==> src/rtl/alu_pkg.sv <==
// Shared ALU definitions: op encodings, datapath width and the result-side state type.
package alu_pkg;

    localparam int DATA_W = 32;

    localparam logic [3:0] OP_MOV = 4'b0000;
    localparam logic [3:0] OP_NOT = 4'b0001;
    localparam logic [3:0] OP_ADD = 4'b0010;
    localparam logic [3:0] OP_SUB = 4'b0011;
    localparam logic [3:0] OP_OR  = 4'b0100;
    localparam logic [3:0] OP_AND = 4'b0101;
    localparam logic [3:0] OP_XOR = 4'b0110;
    localparam logic [3:0] OP_SLT = 4'b0111;
    localparam logic [3:0] OP_SWI = 4'b1000;
    localparam logic [3:0] OP_LI  = 4'b1001;
    localparam logic [3:0] OP_LUI = 4'b1010;
    localparam logic [3:0] OP_LWI = 4'b1011;

    typedef enum logic {
        ST_EMPTY = 1'b0,
        ST_FULL  = 1'b1
    } out_state_e;

    function automatic logic [15:0] sat_inc16(input logic [15:0] v);
        return (v == 16'hFFFF) ? v : v + 16'd1;
    endfunction

endpackage

==> src/rtl/alu.sv <==
// Combinational integer ALU; every 4-bit op code is legal, unlisted codes pass A through.
module alu
    import alu_pkg::*;
#(
    parameter int DATA_W = alu_pkg::DATA_W
) (
    input  logic [DATA_W-1:0] a,
    input  logic [DATA_W-1:0] b,
    input  logic [3:0]        op,
    output logic [DATA_W-1:0] c
);

    always_comb begin
        c = a;
        case (op)
            OP_MOV: c = a;
            OP_NOT: c = ~a;
            OP_ADD: c = a + b;
            OP_SUB: c = a - b;
            OP_OR:  c = a | b;
            OP_AND: c = a & b;
            OP_XOR: c = a ^ b;
            OP_SLT: c = {{(DATA_W-1){1'b0}}, ($signed(a) < $signed(b))};
            OP_LI:  c = {a[DATA_W-1:16], b[15:0]};
            OP_LUI: c = {b[15:0], a[15:0]};
            OP_LWI: c = b;
            default: c = a;
        endcase
    end

endmodule

==> src/rtl/rr_arb2.sv <==
// Two-way round-robin arbiter; `last` records the most recent winner and moves only on advance.
module rr_arb2 (
    input  logic       clk,
    input  logic       rst_n,
    input  logic [1:0] valid,
    input  logic       advance,
    output logic [1:0] grant
);

    logic last_reg;

    // A lone requester always wins; on contention the side that did not win last time goes.
    always_comb begin
        grant    = 2'b00;
        grant[0] = valid[0] && (!valid[1] || last_reg);
        grant[1] = valid[1] && (!valid[0] || !last_reg);
    end

    always_ff @(posedge clk or negedge rst_n) begin
        if (!rst_n) begin
            last_reg <= 1'b1;
        end else if (advance) begin
            last_reg <= grant[1];
        end
    end

endmodule

==> src/rtl/alu_arbiter.sv <==
// Shares one ALU between two requesters with a one-deep registered result stage.
// Optional ALU_ARBITER_STATS_EN adds saturating grant and stall counters.
module alu_arbiter
    import alu_pkg::*;
#(
    parameter int DATA_W = alu_pkg::DATA_W,
    parameter int TAG_W  = 4
) (
    input  logic              clk,
    input  logic              rst_n,
    input  logic              req0_valid,
    output logic              req0_ready,
    input  logic [DATA_W-1:0] req0_a,
    input  logic [DATA_W-1:0] req0_b,
    input  logic [3:0]        req0_op,
    input  logic [TAG_W-1:0]  req0_tag,
    input  logic              req1_valid,
    output logic              req1_ready,
    input  logic [DATA_W-1:0] req1_a,
    input  logic [DATA_W-1:0] req1_b,
    input  logic [3:0]        req1_op,
    input  logic [TAG_W-1:0]  req1_tag,
    output logic              res_valid,
    input  logic              res_ready,
    output logic [DATA_W-1:0] res_data,
    output logic              res_src,
    output logic [TAG_W-1:0]  res_tag
`ifdef ALU_ARBITER_STATS_EN
    ,
    output logic [15:0]       gnt0_cnt,
    output logic [15:0]       gnt1_cnt,
    output logic [15:0]       stall_cnt
`endif
);

    out_state_e        state_reg;
    logic [DATA_W-1:0] a_reg;
    logic [DATA_W-1:0] b_reg;
    logic [3:0]        op_reg;
    logic [TAG_W-1:0]  tag_reg;
    logic              src_reg;

    logic       accept;
    logic [1:0] grant;
    logic [1:0] hs;
    logic       hs_any;

    assign res_valid = (state_reg == ST_FULL);
    assign accept    = !res_valid || res_ready;

    rr_arb2 u_arb (
        .clk     (clk),
        .rst_n   (rst_n),
        .valid   ({req1_valid, req0_valid}),
        .advance (hs_any),
        .grant   (grant)
    );

    // Ready is held low throughout reset even though accept is high there.
    assign req0_ready = rst_n && accept && grant[0];
    assign req1_ready = rst_n && accept && grant[1];
    assign hs         = {req1_valid && req1_ready, req0_valid && req0_ready};
    assign hs_any     = |hs;

    always_ff @(posedge clk or negedge rst_n) begin
        if (!rst_n) begin
            state_reg <= ST_EMPTY;
            a_reg     <= '0;
            b_reg     <= '0;
            op_reg    <= OP_MOV;
            tag_reg   <= '0;
            src_reg   <= 1'b0;
        end else begin
            if (hs_any) begin
                a_reg   <= hs[1] ? req1_a   : req0_a;
                b_reg   <= hs[1] ? req1_b   : req0_b;
                op_reg  <= hs[1] ? req1_op  : req0_op;
                tag_reg <= hs[1] ? req1_tag : req0_tag;
                src_reg <= hs[1];
            end
            case (state_reg)
                ST_EMPTY: begin
                    if (hs_any) begin
                        state_reg <= ST_FULL;
                    end
                end
                ST_FULL: begin
                    if (res_ready && !hs_any) begin
                        state_reg <= ST_EMPTY;
                    end
                end
                default: state_reg <= ST_EMPTY;
            endcase
        end
    end

    alu #(.DATA_W(DATA_W)) u_alu (
        .a  (a_reg),
        .b  (b_reg),
        .op (op_reg),
        .c  (res_data)
    );

    assign res_src = src_reg;
    assign res_tag = tag_reg;

`ifdef ALU_ARBITER_STATS_EN
    logic [15:0] gnt_cnt_reg [2];
    logic [15:0] stall_cnt_reg;

    for (genvar gi = 0; gi < 2; gi++) begin : g_gnt_cnt
        always_ff @(posedge clk or negedge rst_n) begin
            if (!rst_n) begin
                gnt_cnt_reg[gi] <= '0;
            end else if (hs[gi]) begin
                gnt_cnt_reg[gi] <= sat_inc16(gnt_cnt_reg[gi]);
            end
        end
    end

    always_ff @(posedge clk or negedge rst_n) begin
        if (!rst_n) begin
            stall_cnt_reg <= '0;
        end else if (res_valid && !res_ready) begin
            stall_cnt_reg <= sat_inc16(stall_cnt_reg);
        end
    end

    assign gnt0_cnt  = gnt_cnt_reg[0];
    assign gnt1_cnt  = gnt_cnt_reg[1];
    assign stall_cnt = stall_cnt_reg;
`endif

endmodule

==> config.mk <==
export PLATFORM = sky130hd
export DESIGN_NAME = alu_arbiter
export DESIGN_NICKNAME = d
export VERILOG_FILES = /design/src/rtl/alu_pkg.sv /design/src/rtl/alu.sv /design/src/rtl/rr_arb2.sv /design/src/rtl/alu_arbiter.sv
export SDC_FILE = /design/constraint.sdc
export NUM_CORES = 1
export LEC_CHECK = 0
export ABC_AREA = 1
export CORE_MARGIN = 2
export CORE_UTILIZATION = 55
export DETAILED_ROUTE_END_ITERATION = 8
export GPL_ROUTABILITY_DRIVEN = 0
export PLACE_DENSITY_LB_ADDON = 0.05
export SETUP_SLACK_MARGIN = 0.05
export SYNTH_ARGS = -nofsm -noshare
export SYNTH_HDL_FRONTEND = slang
export SYNTH_SLANG_ARGS = --single-unit
==> constraint.sdc <==
create_clock -name clk -period 2.94 [get_ports clk]
set_clock_uncertainty 0.15 [all_clocks]
set_input_delay 0.441 -clock clk [delete_from_list [all_inputs] [get_ports clk]]
set_output_delay 0.441 -clock clk [all_outputs]
set_load 0.01 [all_outputs]
==> summary.md, run 1 <==
| Metric | Value |
|---|---|
| Row cnt | 50 |
| Syn_nets | 2093 |
| Die Y | about 140 µm |
| Max Buffers Root-to-Sink | 2 |
| Starting Density | 0.563 |
| GRT Util Overall | 1.18 |
| Top FF cell, synth | dfrtp_1 |
| Largest net degree at the start of global routing | 75 |
| Register area share after synthesis | 0.178 |
| # IOs | around 190 |
| Port bufs | about 190 |
| Num CTS Buffers | 9 |
| DIE WIDTH | around 140 µm |
| Placed Instance Area | around 0.015 mm² |
| Count leader, synth | nand2_1 |
| GR Overflow Total | around 3600 |
| H-tree depth | 3 |
| Largest cells by area after synthesis | nand2_1 (19%), dfrtp_1 (18%), ha_1 (12%) |
| FFs w/ async S/R, synth | 1.00 |
| Post-synth EDFFs | 0 |
| Exit stage | global routing |
| Worst-path end type | primary output |
| Yosys top cell area share | 0.186 |
| DP HPWL | around 38 mm |
| Synth Area per Inst | 5.75 µm² |
| Seq cells post-synth | 75 |
| Stop Error | [ERROR GRT-0232] Routing congestion too high. Check the congestion heatmap in the GUI. |
| Most frequent cells after synthesis | nand2_1 (523), inv_1 (306), nor2_1 (224) |
| Number of synthesis warnings | 0 |
| Status | did not finish |
| Cells after Synth | between 1500 and 2000 |
| Clk root buf | clkbuf_16 |
| CTS Sinks | between 70 and 80 |
| Post-synthesis cell area | approximately 0.011 mm² |
| Synth area leader | nand2_1 |
| Synth unique cells | 39 |
| Worst EP post-GRT repair | res_data[0] |
[cells by family after synthesis]
logic type | count (synthesis) | synth area share
buffers and inverters | 395 | 0.151
xor gates and xnor gates | 2 | 0.00166
and+or+nand+nor | 946 | 0.369
AOI/OAI and AO/OA | 318 | 0.176
DFF | 75 | 0.178
adders and majority gates | 104 | 0.124
[per-layer routing]
metal  overflow  GRT usage
met1        134      0.958
met2       2760       1.69
met3        105      0.874
met4        567       1.26
met5         13      0.702
[what timing repair did]
| action | CTS |
|---|---|
| hold endpoints to repair | 17 |
| setup buffers | 35 |
| endpoints found under the setup margin | 32 |
| pin swaps | 117 |
| hold buffers | 1 |
| resized for setup | 519 |
[per-stage QoR]
stage,setup WS [ns],TNS [ns],hold WS [ns],cells,utilization
2_1_floorplan,0.406,0,-0.00459,1840,-
3_3_place_gp,-0.304,-5.05,0.307,2535,0.804
3_5_place_dp,-0.351,-6.95,0.324,2535,0.804
4_1_cts,-0.151,-1.05,0.345,2586,0.898
==> inputs of run 2 (changes only) <==
Settings changed: CORE_UTILIZATION 55 to 40, PLACE_DENSITY_LB_ADDON 0.05 to 0.15, SETUP_SLACK_MARGIN 0.05 to default.
==> summary.md, run 2 <==
| Metric | Value |
|---|---|
| Die Y | approximately 170 µm |
| Core area | 0.0260 mm² |
| Num CTS Buffers | 9 |
| Leakage power | ~9 nW |
| Min-Delay Path Class | reg -> reg |
| Worst-path maximum fanout | 7 |
| Reg2reg end | b_reg[8]$_DFFE_PN0P_ |
| Fin util | 0.700 |
| Placed Instance Area | roughly 0.015 mm² |
| Worst IR Drop VDD | slightly above 0.0004 V |
| Worst Setup Slack post-DPL | -0.424 ns |
| Via count | about 15000 |
| Most frequent cells after synthesis | nand2_1 (523), inv_1 (306), nor2_1 (224) |
| Startpoint types | flop |
| Count leader, synth | nand2_1 |
| RSZ-0062 raised after global routing | true |
| Final worst-path setup slack | -0.192 ns |
| Crit path to | res_data[18] |
| Met2 Routed Length | between 20 and 25 mm |
| Final Slew Violations | 0 |
| Post-synth EDFFs | 0 |
| Synthesis-to-layout area growth | 72.1% |
| Syn_nets | about 2100 |
| Worst EP required | between 2 and 2.5 ns |
| Synth area leader | nand2_1 |
| Routed Antenna Nets | 0 |
| Synth unique cells | 39 |
| Top FF cell, synth | dfrtp_1 |
| Clk root buf | clkbuf_16 |
| Largest cells by area after synthesis | nand2_1 (19%), dfrtp_1 (18%), ha_1 (12%) |
| Starting Density | 0.407 |
| Register area share after synthesis | 0.178 |
| Max cap viols | 0 |
| Final count of hold timing violations | 0 |
| Fin crit period | 3.13 ns |
| M1 WL | roughly 21 mm |
| Fin cells | approximately 2700 |
| Post-layout nets | between 2000 and 3000 |
| Number of synthesis warnings | 0 |
| Drt first pass iters | 8 |
| Final WL | roughly 53 mm |
| Path type of the worst setup path | reg -> out |
| Met3 Routed Length | roughly 6.6 mm |
| Post-route cell area | ~0.018 mm² |
| CP endpoint kind | output pin |
| R2R Setup Slk | 0.91 ns |
| Fmax | around 320 MHz |
| Final period util | 1.07 |
| Top Layer Used | met4 |
| Later-pin clock latency in the skew report | 0.35 ns |
| Inst Count DP | 2661 |
| Pwr/cell area | 1120 mW/mm² |
| FFs w/ async S/R, synth | 1.00 |
| Setup TNS | -2.68 ns |
| Row cnt | between 50 and 60 |
| Max Buffers Root-to-Sink | 2 |
| Actual slew at the worst max-slew pin | just over 0.8 ns |
| Failing checks | negative setup slack |
| CTS tree | built |
| Port bufs | between 150 and 200 |
| Post-route DRC | 0 |
| Diodes inserted | 0 |
| Layout cells sized above 1 | 0.413 |
| Cells after Synth | 1840 |
| Hold slack | roughly 0.32 ns |
| Worst EP arrival | ~2.5 ns |
| CTS Sinks | 75 |
| GR Overflow Total | 0 |
| Number of global-route vias before repair | roughly 14000 |
| # IOs | 189 |
| Seq cells post-synth | between 70 and 80 |
| DP HPWL | ~40 mm |
| Status | finished, violations left |
| 1st-iter DRT viols | 1655 |
| Slew HR | 0.461 |
| H-tree depth | 3 |
| Worst reg2reg startpoint | res_valid$_DFF_PN0_ |
| # setup viols final | 26 |
| Initial antenna violation count | 0 |
| Post-synthesis cell area | between 0.01 and 0.015 mm² |
| Clock transition at the registers of the reported paths | 0.07 ns |
| Area of the die | about 0.028 mm² |
| First-pass GRT wire length | about 76 mm |
| Yosys top cell area share | 0.186 |
| Final Power | 20.4 mW |
| DIE WIDTH | between 150 and 200 µm |
| Synth Area per Inst | 5.75 µm² |
| Post-DR vias/cell | about 5.6 |
| Commonest non-fill, non-tap cells in the layout | buf_4 (359), nand2_1 (355), inv_1 (208), clkdlybuf4s50_1 (155), nor2_1 (152) |
| Largest net degree at the start of global routing | 75 |
| Avg WL per Cell | ~19 µm |
| Crit path launch | a_reg[5]$_DFFE_PN0P_ |
| Most common cell after layout, fill and taps aside | buf_4 |
| FF-to-FF path depth | 9 |
| GRT Util Overall | 0.348 |
## run 2: cell counts after synthesis
No cell type changed its count.
## run 2: how the worst min path moves through the flow
| stage | startpoint | endpoint | slack [ns] | cells past startpoint |
|---|---|---|---|---|
| floorplan | rst_n | a_reg[0]$_DFFE_PN0P_ | -0.005 | 0 |
| global placement | res_src$_DFFE_PN0P_ | res_src$_DFFE_PN0P_ | 0.31 | 2 |
| detailed placement | u_arb.last_reg$_DFFE_PN1P_ | u_arb.last_reg$_DFFE_PN1P_ | 0.32 | 2 |
| CTS | u_arb.last_reg$_DFFE_PN1P_ | u_arb.last_reg$_DFFE_PN1P_ | 0.33 | 2 |
| global route | u_arb.last_reg$_DFFE_PN1P_ | u_arb.last_reg$_DFFE_PN1P_ | 0.36 | 2 |
| finish | u_arb.last_reg$_DFFE_PN1P_ | u_arb.last_reg$_DFFE_PN1P_ | 0.32 | 2 |
## run 2: layer usage
| metal | up-vias | GRT usage |
|---|---|---|
| met4 | 0 | 0.129 |
| li1 | 7001 | - |
| met1 | 6957 | 0.481 |
| met5 | - | 0 |
| met2 | 974 | 0.525 |
| met3 | 217 | 0.0853 |
## run 2: what timing repair did
item,CTS,global route
endpoints found under the setup margin,32,32
hold endpoints to repair,18,0
resized for setup,398,413
cloned,0,0
pin swaps,67,120
setup buffers,12,30
hold buffers,1,0
## run 2: where the power goes
part	total, mW	switching (mW)	internal [mW]
logic	17.6	10.1	7.52
clock network	1.18	0.475	0.708
registers	1.62	0.255	1.37
total	20.4	10.8	9.60
## run 2: final cells by class
cell class	count	area [µm²]
multi-input cells	1370	9230
fillers	2106	7780
repair buffers	603	5160
flip-flops and latches	75	1880
inverters	318	1210
clock inverters	3	47.5
well taps	335	419
clock buffers	13	260
## run 2: cell families after synthesis
logic type / count (synthesis) / synth area share
buffers and inverters: 395 / 0.151
DFF: 75 / 0.178
adders and majority gates: 104 / 0.124
AOI/OAI and AO/OA: 318 / 0.176
xor gates and xnor gates: 2 / 0.00166
and+or+nand+nor: 946 / 0.369
## run 2: critical path, stage by stage, from the launching register on
cell	delay [ns]
dfrtp_1	0.42
inv_2	0.08
ha_4	0.38
nand2_4	0.10
nor2_4	0.14
buf_4	0.13
nand2_1	0.05
nand3b_1	0.21
nand4_1	0.12
nand3_1	0.12
nand2_1	0.08
nor2_1	0.05
nor2_2	0.15
buf_2	0.16
Note: power is estimated with default switching activity, not from simulation.
==> inputs of run 3 (changes only) <==
Settings changed: DONT_BUFFER_PORTS from default to 1, PLACE_DENSITY from default to 0.58, PLACE_DENSITY_LB_ADDON 0.15 to default.
==> summary.md, run 3 (synthesis gave the netlist of run 2 again) <==
| Metric | Value |
|---|---|
| Crit-path slowest cell | dfrtp_1 |
| Drt first pass iters | 8 |
| CTS Sinks | 75 |
| Min-Delay Path Class | in -> reg |
| Final Slew Violations | 0 |
| Worst-path maximum fanout | 4 |
| WP buf/inv | 4 |
| Worst IR Drop VDD | between 0.0004 and 0.0005 V |
| Largest net degree at the start of global routing | 76 |
| Number of global-route vias before repair | 12700 |
| Post-route DRC | 0 |
| Synthesis-to-layout area growth | 36.1% |
| Actual slew at the worst max-slew pin | ~0.52 ns |
| Critical Path, Cell by Cell | inv_2 > ha_4 > inv_4 > fa_2 > buf_6 > nand3_4 > nand3_4 > nand2_4 > nand2_4 > a21oi_2 > nor2_1 > nor2_2 > nor2_2 > nor2_2 > buf_4 |
| RSZ-0062 raised after global routing | true |
| Commonest non-fill, non-tap cells in the layout | nand2_1 (441), buf_4 (247), inv_1 (234), nor2_1 (173), o22ai_1 (114) |
| Final period util | 1.05 |
| # IOs | 189 |
| Worst EP arrival | about 2.5 ns |
| Die Y | between 150 and 200 µm |
| Avg WL per Cell | about 20 µm |
| Fin crit period | between 3 and 4 ns |
| DP HPWL | approximately 37 mm |
| Most common cell after layout, fill and taps aside | nand2_1 |
| GR Overflow Total | 0 |
| Later-pin clock latency in the skew report | between 0.3 and 0.4 ns |
| H-tree depth | 3 |
| Max Buffers Root-to-Sink | 2 |
| Clock transition at the registers of the reported paths | around 0.070 ns |
| # setup viols final | 21 |
| Max cap viols | 0 |
| Post-layout nets | between 2000 and 2500 |
| Final Power | 17.1 mW |
| Status | finished, violations left |
| Area of the die | about 0.028 mm² |
| Clk root buf | clkbuf_16 |
| Final WL | ~48 mm |
| Num CTS Buffers | 9 |
| CP endpoint kind | output pin |
| Final worst-path setup slack | -0.151 ns |
| CP top delay family | simple AND/OR/NAND/NOR gates |
| Hold slack | about 0.033 ns |
| Crit-path most repeated cell | nor2_2 |
| Row cnt | 59 |
| Port bufs | 0 |
| DIE WIDTH | 167 µm |
| Path type of the worst setup path | reg -> out |
| Core area | 0.0260 mm² |
| Leakage power | approximately 7.3 nW |
| First-pass GRT wire length | 70.9 mm |
| Final count of hold timing violations | 0 |
| Layout cells sized above 1 | 0.306 |
| Via count | between 10000 and 15000 |
| Initial antenna violation count | 2 |
| Fin util | 0.554 |
| CTS tree | built |
| Worst EP required | approximately 2.4 ns |
| Post-DR vias/cell | around 5.7 |
| 1st-iter DRT viols | approximately 1700 |
| Fmax | ~320 MHz |
| Pwr/cell area | approximately 1200 mW/mm² |
| Slowest cell delay on critical path | a little over 0.4 ns |
| Startpoint types | flop |
| GRT Util Overall | 0.328 |
| Slew HR | 0.647 |
| Routed Antenna Nets | 0 |
| Starting Density | 0.407 |
| Failing checks | negative setup slack |
run 3: cell count changes in the layout (fill, tap and decap cells not counted), moves of 32 or more:
cell,previous run,this run
buf_6,44,12
nand2_2,129,75
nand2_1,355,441
clkdlybuf4s50_1,155,0
nand2_4,43,11
buf_4,359,247
run 3: area by class of cell:
class,count,area [µm²]
timing repair buffer,269,2160
sequential,75,1880
tap,335,419
fill,2556,11600
clock inverter,6,93.8
inverter,318,1200
multi-input combinational,1370,8380
antenna,1,2.50
clock buffer,10,239
run 3: stage by stage:
stage	worst slack, ns	area, µm²	cells	setup TNS [ns]
global route	-0.251	14400	2383	-3.60
finish	-0.151	14400	2384	-1.44
global placement	-0.0925	12100	2295	-0.134
CTS	-0.154	13500	2343	-0.954
floorplan	0.406	10600	1840	0
detailed placement	-0.125	12100	2295	-0.178
run 3: timing repair:
action | in CTS | in global routing
setup buffers | 30 | 41
setup endpoints to repair | 31 | 29
gates resized for setup | 187 | 218
pin swaps | 56 | 71
hold endpoints to repair | 75 | 0
hold buffers | 2 | 0
run 3: final timing paths:
check                                                start                         end  slack [ns]  cells past startpoint
worst max-delay path                  a_reg[0]$_DFFE_PN0P_                res_data[18]       -0.15                     15
worst min-delay path                             res_ready         res_valid$_DFF_PN0_        0.03                      1
worst max register to register         res_valid$_DFF_PN0_       a_reg[21]$_DFFE_PN0P_        0.63                      9
worst min register to register  u_arb.last_reg$_DFFE_PN1P_  u_arb.last_reg$_DFFE_PN1P_        0.33                      2
max in group asynchronous                            rst_n       a_reg[31]$_DFFE_PN0P_        1.82                      2
min in group asynchronous                            rst_n         res_src$_DFFE_PN0P_        0.47                      2
run 3: worst register-to-register path, stage by stage, from the launching register on:
cell and delay (ns):
dfrtp_1 0.41, inv_1 0.07, o21ai_1 0.11, inv_1 0.07, nand2_2 0.37, inv_2 0.13, nor2_4 0.20, inv_2 0.06
buf_12 0.19, o22ai_1 0.41
run 3: metal layers:
metal	routed length, µm	track usage	vias to the layer above
li1	-	-	6346
met4	2680	0.160	2
met1	20300	0.445	6315
met5	13	0	-
met3	5560	0.0915	162
met2	19700	0.478	841
run 3: report_power, final:
| group | switching [mW] | total (mW) | internal (mW) |
|---|---|---|---|
| registers | 0.306 | 1.68 | 1.37 |
| clock network | 0.509 | 1.29 | 0.777 |
| logic | 8.65 | 14.1 | 5.48 |
